--- config.mk ---
export PLATFORM = sky130hd
export DESIGN_NAME = irq_arbiter
export DESIGN_NICKNAME = d
export VERILOG_FILES = /design/src/rtl/irq_arbiter_pkg.sv /design/src/rtl/irq_prio_pick.sv /design/src/rtl/irq_arbiter.sv
export SDC_FILE = /design/constraint.sdc
export NUM_CORES = 1
export LEC_CHECK = 0
export ABC_AREA = 1
export CAP_MARGIN = 20
export CORE_UTILIZATION = 48
export DETAILED_ROUTE_END_ITERATION = 8
export GPL_TIMING_DRIVEN = 0
export HOLD_SLACK_MARGIN = 0.15
export PLACE_DENSITY = 0.82
export SYNTH_ARGS = -nofsm -noshare
export SYNTH_HDL_FRONTEND = slang
export SYNTH_SLANG_ARGS = --single-unit
--- constraint.sdc ---
create_clock -name clk -period 2.28 [get_ports clk]
set_input_delay 0.57 -clock clk [delete_from_list [all_inputs] [get_ports clk]]
set_output_delay 0.57 -clock clk [all_outputs]
set_load 0.03 [all_outputs]
--- src/rtl/irq_arbiter_pkg.sv ---
// Shared definitions for the interrupt arbiter: FSM state encoding and the
// ID-width helper, reusable by other timer/irq blocks.
package irq_arbiter_pkg;

    typedef enum logic [1:0] {
        ST_IDLE   = 2'd0,
        ST_ACTIVE = 2'd1,
        ST_GAP    = 2'd2
    } irq_state_e;

    // A single source still needs a 1-bit id field.
    function automatic int id_width(input int n);
        return (n <= 2) ? 1 : $clog2(n);
    endfunction

endpackage

--- src/rtl/irq_prio_pick.sv ---
// Combinational priority pick: first set bit of req, searching upward from
// offset and wrapping modulo NUM_SRC.
module irq_prio_pick #(
    parameter int NUM_SRC = 4,
    parameter int ID_W    = 2
) (
    input  logic [NUM_SRC-1:0] req,
    input  logic [ID_W-1:0]    offset,
    output logic               found,
    output logic [ID_W-1:0]    idx
);

    always_comb begin
        int j;
        found = 1'b0;
        idx   = '0;
        j     = 0;
        for (int k = 0; k < NUM_SRC; k++) begin
            j = (int'(offset) + k) % NUM_SRC;
            if (!found && req[j]) begin
                found = 1'b1;
                idx   = ID_W'(j);
            end
        end
    end

endmodule

--- src/rtl/irq_arbiter.sv ---
// Interrupt arbiter: edge-latched pending bits, per-source mask, sticky overflow,
// and an IDLE/ACTIVE/GAP handshake. Define IRQ_ARBITER_ROUND_ROBIN_EN for rotating priority.
module irq_arbiter
    import irq_arbiter_pkg::*;
#(
    parameter int                 NUM_SRC    = 4,
    parameter int                 ID_W       = id_width(NUM_SRC),
    parameter logic [NUM_SRC-1:0] MASK_RESET = {NUM_SRC{1'b1}}
) (
    input  logic               clk,
    input  logic               rst_n,
    input  logic               enable,
    input  logic [NUM_SRC-1:0] src_irq,
    input  logic               mask_we,
    input  logic [NUM_SRC-1:0] mask_wdata,
    input  logic [NUM_SRC-1:0] ovf_clr,
    input  logic               irq_ack,
    output logic               irq_out,
    output logic [ID_W-1:0]    irq_id,
    output logic [NUM_SRC-1:0] pending_o,
    output logic [NUM_SRC-1:0] overflow_o
);

    logic [NUM_SRC-1:0] src_prev, pending, overflow, mask;
    logic [NUM_SRC-1:0] rise, clr, ovf_set;
    logic [ID_W-1:0]    offset, pick_idx;
    logic               pick_found, ack_ok;
    irq_state_e         state;

    // Handshake: irq_out/irq_id are held until an irq_ack is seen while ACTIVE
    // and enabled; that cycle consumes the grant. Acks at any other time are dropped.
    assign ack_ok  = enable && (state == ST_ACTIVE) && irq_ack;
    assign rise    = src_irq & ~src_prev;
    assign ovf_set = enable ? (rise & pending & ~clr) : '0;

    always_comb begin
        clr = '0;
        if (ack_ok) clr[irq_id] = 1'b1;
    end

`ifdef IRQ_ARBITER_ROUND_ROBIN_EN
    logic [ID_W-1:0] rr_ptr;

    assign offset = (rr_ptr == ID_W'(NUM_SRC - 1)) ? '0 : rr_ptr + ID_W'(1);

    // Pointer starts at the last index so the first search begins at 0.
    always_ff @(posedge clk) begin
        if (!rst_n)      rr_ptr <= ID_W'(NUM_SRC - 1);
        else if (ack_ok) rr_ptr <= irq_id;
    end
`else
    assign offset = '0;
`endif

    irq_prio_pick #(
        .NUM_SRC (NUM_SRC),
        .ID_W    (ID_W)
    ) u_pick (
        .req    (pending & mask),
        .offset (offset),
        .found  (pick_found),
        .idx    (pick_idx)
    );

    always_ff @(posedge clk) begin
        if (!rst_n) begin
            src_prev <= '0;
            pending  <= '0;
            overflow <= '0;
            mask     <= MASK_RESET;
            state    <= ST_IDLE;
            irq_out  <= 1'b0;
            irq_id   <= '0;
        end else begin
            src_prev <= src_irq;
            // A rise on the source being cleared re-arms it rather than overflowing.
            if (enable) pending <= (pending & ~clr) | rise;
            overflow <= (overflow & ~ovf_clr) | ovf_set;
            if (mask_we) mask <= mask_wdata;

            if (!enable) begin
                state   <= ST_IDLE;
                irq_out <= 1'b0;
            end else begin
                case (state)
                    ST_IDLE: begin
                        if (pick_found) begin
                            irq_id  <= pick_idx;
                            state   <= ST_ACTIVE;
                            irq_out <= 1'b1;
                        end
                    end
                    ST_ACTIVE: begin
                        if (irq_ack) begin
                            state   <= ST_GAP;
                            irq_out <= 1'b0;
                        end
                    end
                    ST_GAP: state <= ST_IDLE;
                    default: begin
                        state   <= ST_IDLE;
                        irq_out <= 1'b0;
                    end
                endcase
            end
        end
    end

    assign pending_o  = pending;
    assign overflow_o = overflow;

endmodule

==> summary.txt, run 1 <==
Route
  • DR DRC count: 0
  • Drt total wl: 1740 µm
  • DR vias: 800
  • Drt first pass iters: 3
  • Detailed Route Iter0 Violations: 11
  • Via density: 4.55
  • WL/cell: 9.87 µm
  • Antenna-violating nets left: 0

STA
  • Final hold vios: 0
  • Final Worst Setup Slack: 0.307 ns
  • Period utilisation layout: 0.865
  • Relative slew margins: 0.782
  • RSZ-0062 raised after global routing: false
  • Final setup vio count: 0
  • Tmin final: 1.97 ns
  • Hold Worst Slack: 0.470 ns
  • Clock Skew: 0.00667 ns
  • Worst slew pin tran: 0.327 ns
  • Max-slew violations: 0
  • Final setup TNS: 0 ns
  • Max Fclk: between 500 and 600 MHz

Critical path
  • Worst reg2reg path endpoint: irq_id[0]
  • Critical Path End Type: output port
  • Slowest CP cell: clkdlybuf4s50_1
  • Reg2reg start: pending_o[1]
  • Reg2reg path depth: 7
  • Worst path required time: 1.71 ns
  • CP top delay family: buffers and inverters
  • R2r setup slk: approximately 1.3 ns
  • CP Launch Type: flop
  • Critical path, cell by cell: clkdlybuf4s50_1
  • CP Class: flop to output port
  • Crit path largest cell delay: 0.70 ns
  • Critical Path AT: 1.40 ns
  • Max Fanout on Critical Path: 5
  • Buf/Inv on CP: 1

Finish
  • # fillers: 173
  • Nets: 169
  • Layout cells sized above 1: 0.126
  • Final core utilization: 0.698
  • Area growth syn-to-layout: 35.5%
  • Antenna diode count: 0

CTS
  • Clk slew on worst S/H paths: 0.12 ns
  • CTS Sinks: 21
  • H-tree depth: 1
  • Clk_lat worst skew: 0.30 ns
  • # hold bufs at CTS: 0
  • CTS tree: done
  • CTS Buf Count: 3
  • Max clock buf depth: 2
  • CTS Root Cell: clkbuf_4
  • PostCTS Resize Cnt: 0
  • Post-CTS Repair Setup Buffers: 0

Global route
  • GRT Overall Usage: 0.193
  • Largest net degree at the start of global routing: 13
  • Initial antenna violation count: 0
  • First-pass GRT wire length: 2840 µm
  • GRT overflow: 0
  • Vias in the first global route: 691

Synth
  • Sequential fraction of the synthesis area: 0.467
  • Post-Syn Nets: 138
  • Ys async rst share: 0
  • Post-Syn Area: between 800 and 900 µm²
  • Dominant cells by area after synthesis: dfxtp_1, nand2_1, inv_1, a21oi_1, nand3_1
  • Count leader, synth: nand2_1
  • Synth area leader: dfxtp_1
  • Synth Instances: approximately 120
  • Yosys reg bits: 21
  • Post-synth EDFFs: 0
  • Number of distinct library cells after synthesis: 17
  • Yosys top cell area share: 0.467
  • Top FF cell, synth: dfxtp_1
  • Yosys warning total: 0
  • Avg Cell Area, Syn: ~7.4 µm²
  • List of most frequent post-synthesis cells: nand2_1, dfxtp_1, inv_1

Hold path
  • Min-Delay Path Class: flop to flop
  • Worst Min Path Start: overflow_o[1]
  • Hold Path End: overflow_o[1]
  • Worst hold path depth: 2

Status
  • Status: completed

Power and ir drop
  • Combinational share of power: 0.208
  • Clock group share of total power: 0.240
  • Static Leak: about 0.00052 µW
  • Max VDD drop: 0.000504 V
  • Net Sw Power: 207 µW
  • Sw Share: 0.283
  • Power Total: approximately 730 µW
  • Pwr Density: 599 nW/µm²
  • Cell-internal power: roughly 520 µW
  • Sequential group share of total power: 0.552

Placement
  • Port Buffers: 26
  • Detail Placement HPWL: 1370 µm
  • GP Congestion: 0.717
  • Post-Place Worst Slack: around 0.56 ns

Die
  • Initial core utilization: 0.515
  • Die X: 45.3 µm
  • Io pins: 28
  • # rows: 15
  • DIE HEIGHT: 45.3 µm
  • DIE AREA: 2050 µm²
  • CORE AREA: 1750 µm²

Run
  • Max_cap viols: 0
==> cell type report <==
class,instances,area (µm²),area share
Clock buffer,3,22.5,0.0185
Clock inverter,1,5.00,0.00411
Timing Repair Buffer,26,260,0.214
Inverter,20,75.1,0.0616
Buffer,2,15.0,0.0123
Multi-Input combinational cell,78,389,0.319
Sequential cell,21,420,0.345
Tap cell,25,31.3,0.0257
==> power by group through the flow <==
stage / logic, µW / clock network [µW] / registers, µW
floorplan: 69.1 / 0 / 430
global placement: 148 / 0 / 410
detailed placement: 152 / 0 / 411
CTS: 153 / 179 / 403
global route: 167 / 202 / 406
finish: 152 / 176 / 403
==> state kept, by name, summed over array words and instances (netlist names) <==
signal / cells
mask: 4
overflow_o: 4
pending_o: 4
src_prev: 4
irq_id: 2
state: 2
irq_out: 1
==> cells by family after synthesis <==
| family | count (synthesis) | share of synthesized area |
|---|---|---|
| simple gates | 66 | 0.363 |
| buf+inv | 22 | 0.100 |
| flops | 21 | 0.467 |
| compound gates | 12 | 0.0695 |
==> through the flow <==
| stage | cells | instance area [µm²] |
|---|---|---|
| 2_1_floorplan | 121 | 900 |
| 6_report | 176 | 1220 |
| 4_1_cts | 176 | 1220 |
| 5_1_grt | 176 | 1220 |
| 3_3_place_gp | 172 | 1190 |
| 3_5_place_dp | 172 | 1190 |
==> placed cells by master, fill, tap and decap left out <==
master,Yosys,final
a21boi_0,1,1
a21oi_1,11,11
buf_4,1,1
clkbuf_4,1,4
clkdlybuf4s50_1,0,26
clkinv_2,0,1
dfxtp_1,21,21
inv_1,16,16
inv_2,4,4
nand2_1,34,34
nand2_2,3,3
nand2_4,2,2
nand3_1,11,11
nand3_4,1,1
nand3b_1,4,4
nor2_1,7,7
nor2_2,2,2
nor2_4,1,1
nor3_1,1,1
==> worst max-delay path by stage <==
stage	start	end	slack, ns	depth (start not counted)
3_5_place_dp	irq_ack	overflow_o[3]	0.56	6
6_report	pending_o[3]	pending_o[3]	0.31	1
4_1_cts	pending_o[3]	pending_o[3]	0.30	1
5_1_grt	pending_o[3]	pending_o[3]	0.23	1
2_1_floorplan	enable	pending_o[3]	1.06	6
3_3_place_gp	irq_ack	overflow_o[3]	0.58	6
==> routing by layer <==
metal	global-route usage	wire (µm)	up-vias
met3	0.0360	61	2
met4	0.0727	14	0
met5	0	0	-
li1	-	-	435
met2	0.316	836	17
met1	0.250	825	346
No activity file was read; power rests on OpenSTA's default activity.
==> run 2: changes to the inputs <==
CORE_UTILIZATION = 44   (was 48)
PLACE_DENSITY = 0.76   (was 0.82)
clock period = 2.22 ns   (was 2.28 ns; I/O delays follow)
==> run 2 against run 1 <==
- via count is 1.3% lower
- critical path depth stayed put
- non-clock buffer count stayed put
- worst setup slack worse by 0.043 ns
- critical endpoint unchanged
- highest routed layer unchanged
==> summary.txt, run 2 (same netlist as run 1, synthesis figures left out) <==
Status
  • Status: completed

Global route
  • GRT Overall Usage: 0.192 (-0.000445)
  • First-pass GRT wire length: 2900 µm (+2.0%)
  • GRT overflow: 0 (unchanged)
  • Largest net degree at the start of global routing: 12 (-1)
  • Vias in the first global route: 657 (-4.9%)
  • Initial antenna violation count: 0 (unchanged)

CTS
  • # hold bufs at CTS: 0 (unchanged)
  • CTS tree: done
  • CTS Buf Count: 3 (unchanged)
  • H-tree depth: 1 (unchanged)
  • CTS Sinks: 21 (unchanged)
  • CTS Root Cell: clkbuf_4
  • Post-CTS Repair Setup Buffers: 0 (unchanged)
  • Max clock buf depth: 2 (unchanged)
  • Clk slew on worst S/H paths: 0.10 ns (-0.02 ns)
  • Clk_lat worst skew: 0.30 ns (about the same)
  • PostCTS Resize Cnt: 0 (unchanged)

Finish
  • Nets: 169 (unchanged)
  • Commonest non-fill, non-tap cells in the layout: nand2_1, clkdlybuf4s50_1, dfxtp_1
  • # fillers: 167 (-3.5%)
  • Area growth syn-to-layout: 35.3%
  • Post-Layout Cell Count: 176 (unchanged)
  • Antenna diode count: 0 (unchanged)
  • Layout cells sized above 1: 0.119 (-0.00662)
  • Most common cell after layout, fill and taps aside: nand2_1
  • Final core utilization: 0.669 (-0.0295)
  • Post-route cell area: 1220 µm² (-0.10%)

Route
  • Drt total wl: 1660 µm (-4.5%)
  • DR DRC count: 0 (unchanged)
  • WL/cell: 9.43 µm (-4.5%)
  • Antenna-violating nets left: 0 (unchanged)
  • Drt first pass iters: 4 (+1)
  • DR vias: 790 (-1.3%)
  • Via density: 4.49 (-1.3%)
  • Detailed Route Iter0 Violations: 19 (+8)

Power and ir drop
  • Power Total: 746 µW (+2.1%)
  • Max VDD drop: 0.000490 V (-2.9%)
  • Static Leak: 0.000519 µW (-0.52%)
  • Pwr Density: 612 nW/µm² (+2.2%)

STA
  • Clock Skew: 0.00121 ns (-0.00546 ns)
  • RSZ-0062 raised after global routing: false
  • Final setup TNS: 0 ns (unchanged)
  • Final setup vio count: 0 (unchanged)
  • Tmin final: ~2 ns
  • Worst slew pin tran: 0.313 ns (-0.0135 ns)
  • Max-slew violations: 0 (unchanged)
  • Period utilisation layout: 0.881
  • Relative slew margins: 0.791 (+0.00902)
  • Max Fclk: ~510 MHz
  • Final hold vios: 0 (unchanged)

Placement
  • Port Buffers: 26 (unchanged)
  • # placed instances: 172 (unchanged)
  • GP Congestion: 0.717 (about the same)
  • Placed cell area: 1190 µm² (unchanged)
  • Detail Placement HPWL: 1290 µm (-5.8%)

Die
  • Die X: 47.2 µm (+4.3%)
  • DIE HEIGHT: 47.2 µm (+4.3%)
  • Initial core utilization: 0.494 (-0.0213)
  • # rows: 15 (unchanged)
  • Io pins: 28 (unchanged)
  • CORE AREA: 1820 µm² (+4.3%)
  • DIE AREA: 2230 µm² (+8.7%)

Critical path
  • Worst path required time: 1.66 ns (-0.05 ns)
  • Slowest CP cell: clkdlybuf4s50_1
  • Crit path largest cell delay: 0.70 ns (about the same)
  • Max Fanout on Critical Path: 5 (unchanged)
  • CP Launch Type: flop
  • CP Class: flop to output port
  • Critical path, cell by cell: clkdlybuf4s50_1
  • Buf/Inv on CP: 1 (unchanged)
  • Critical Path AT: 1.40 ns (about the same)
  • Critical Path End Type: output port
  • CP top delay family: buffers and inverters

Hold path
  • Min-Delay Path Class: flop to flop

Run
  • Max_cap viols: 0 (unchanged)
run 2: changes by cell type in the layout (fill, tap and decap cells not counted):
| cell | previous run | this run |
|---|---|---|
| clkbuf_1 | 0 | 1 |
| clkinv_2 | 1 | 0 |
run 2: area by class of cell:
cell class	instances	area, µm²	area share
flip-flops and latches	21	420	0.345
repair buffers	26	260	0.214
multi-input cells	78	389	0.320
plain buffers	2	15.0	0.0123
well taps	25	31.3	0.0257
clock buffers	4	26.3	0.0216
inverters	20	75.1	0.0617
run 2: where the power goes:
part           internal [µW]  total, µW  leakage (µW)  switching, µW
registers                398        413      0.000173           15.0
logic                   72.0        155      0.000331           82.8
clock network           70.2        177     0.0000150            107
total                    541        746      0.000519            205
run 2: final timing paths:
path | startpoint | end | slack [ns] | depth (start not counted)
min reg2reg | overflow_o[0] | overflow_o[0] | 0.47 | 2
max reg2reg | pending_o[1] | irq_id[0] | 1.21 | 7
max | pending_o[3] | pending_o[3] | 0.26 | 1
min | overflow_o[0] | overflow_o[0] | 0.47 | 2
run 2: layer usage:
| metal | wire [µm] | GRT usage | vias to the layer above |
|---|---|---|---|
| met2 | 784 | 0.308 | 18 |
| li1 | - | - | 436 |
| met1 | 777 | 0.238 | 332 |
| met4 | 25 | 0.0686 | 0 |
| met5 | 0 | 0 | - |
| met3 | 72 | 0.0692 | 4 |
run 2: metrics by stage:
step	worst slack, ns	hold slack [ns]
after global routing	0.207	0.486
after global placement	0.522	0.442
final	0.263	0.466
after detailed placement	0.511	0.442
after CTS	0.249	0.469
after floorplan	1.02	0.429
run 2: worst register-to-register path: cells and delay by family, from the launching register on:
kind | cells | cell delay, ns
simple gates | 6 | 0.47
flops | 1 | 0.40
buf+inv | 1 | 0.04
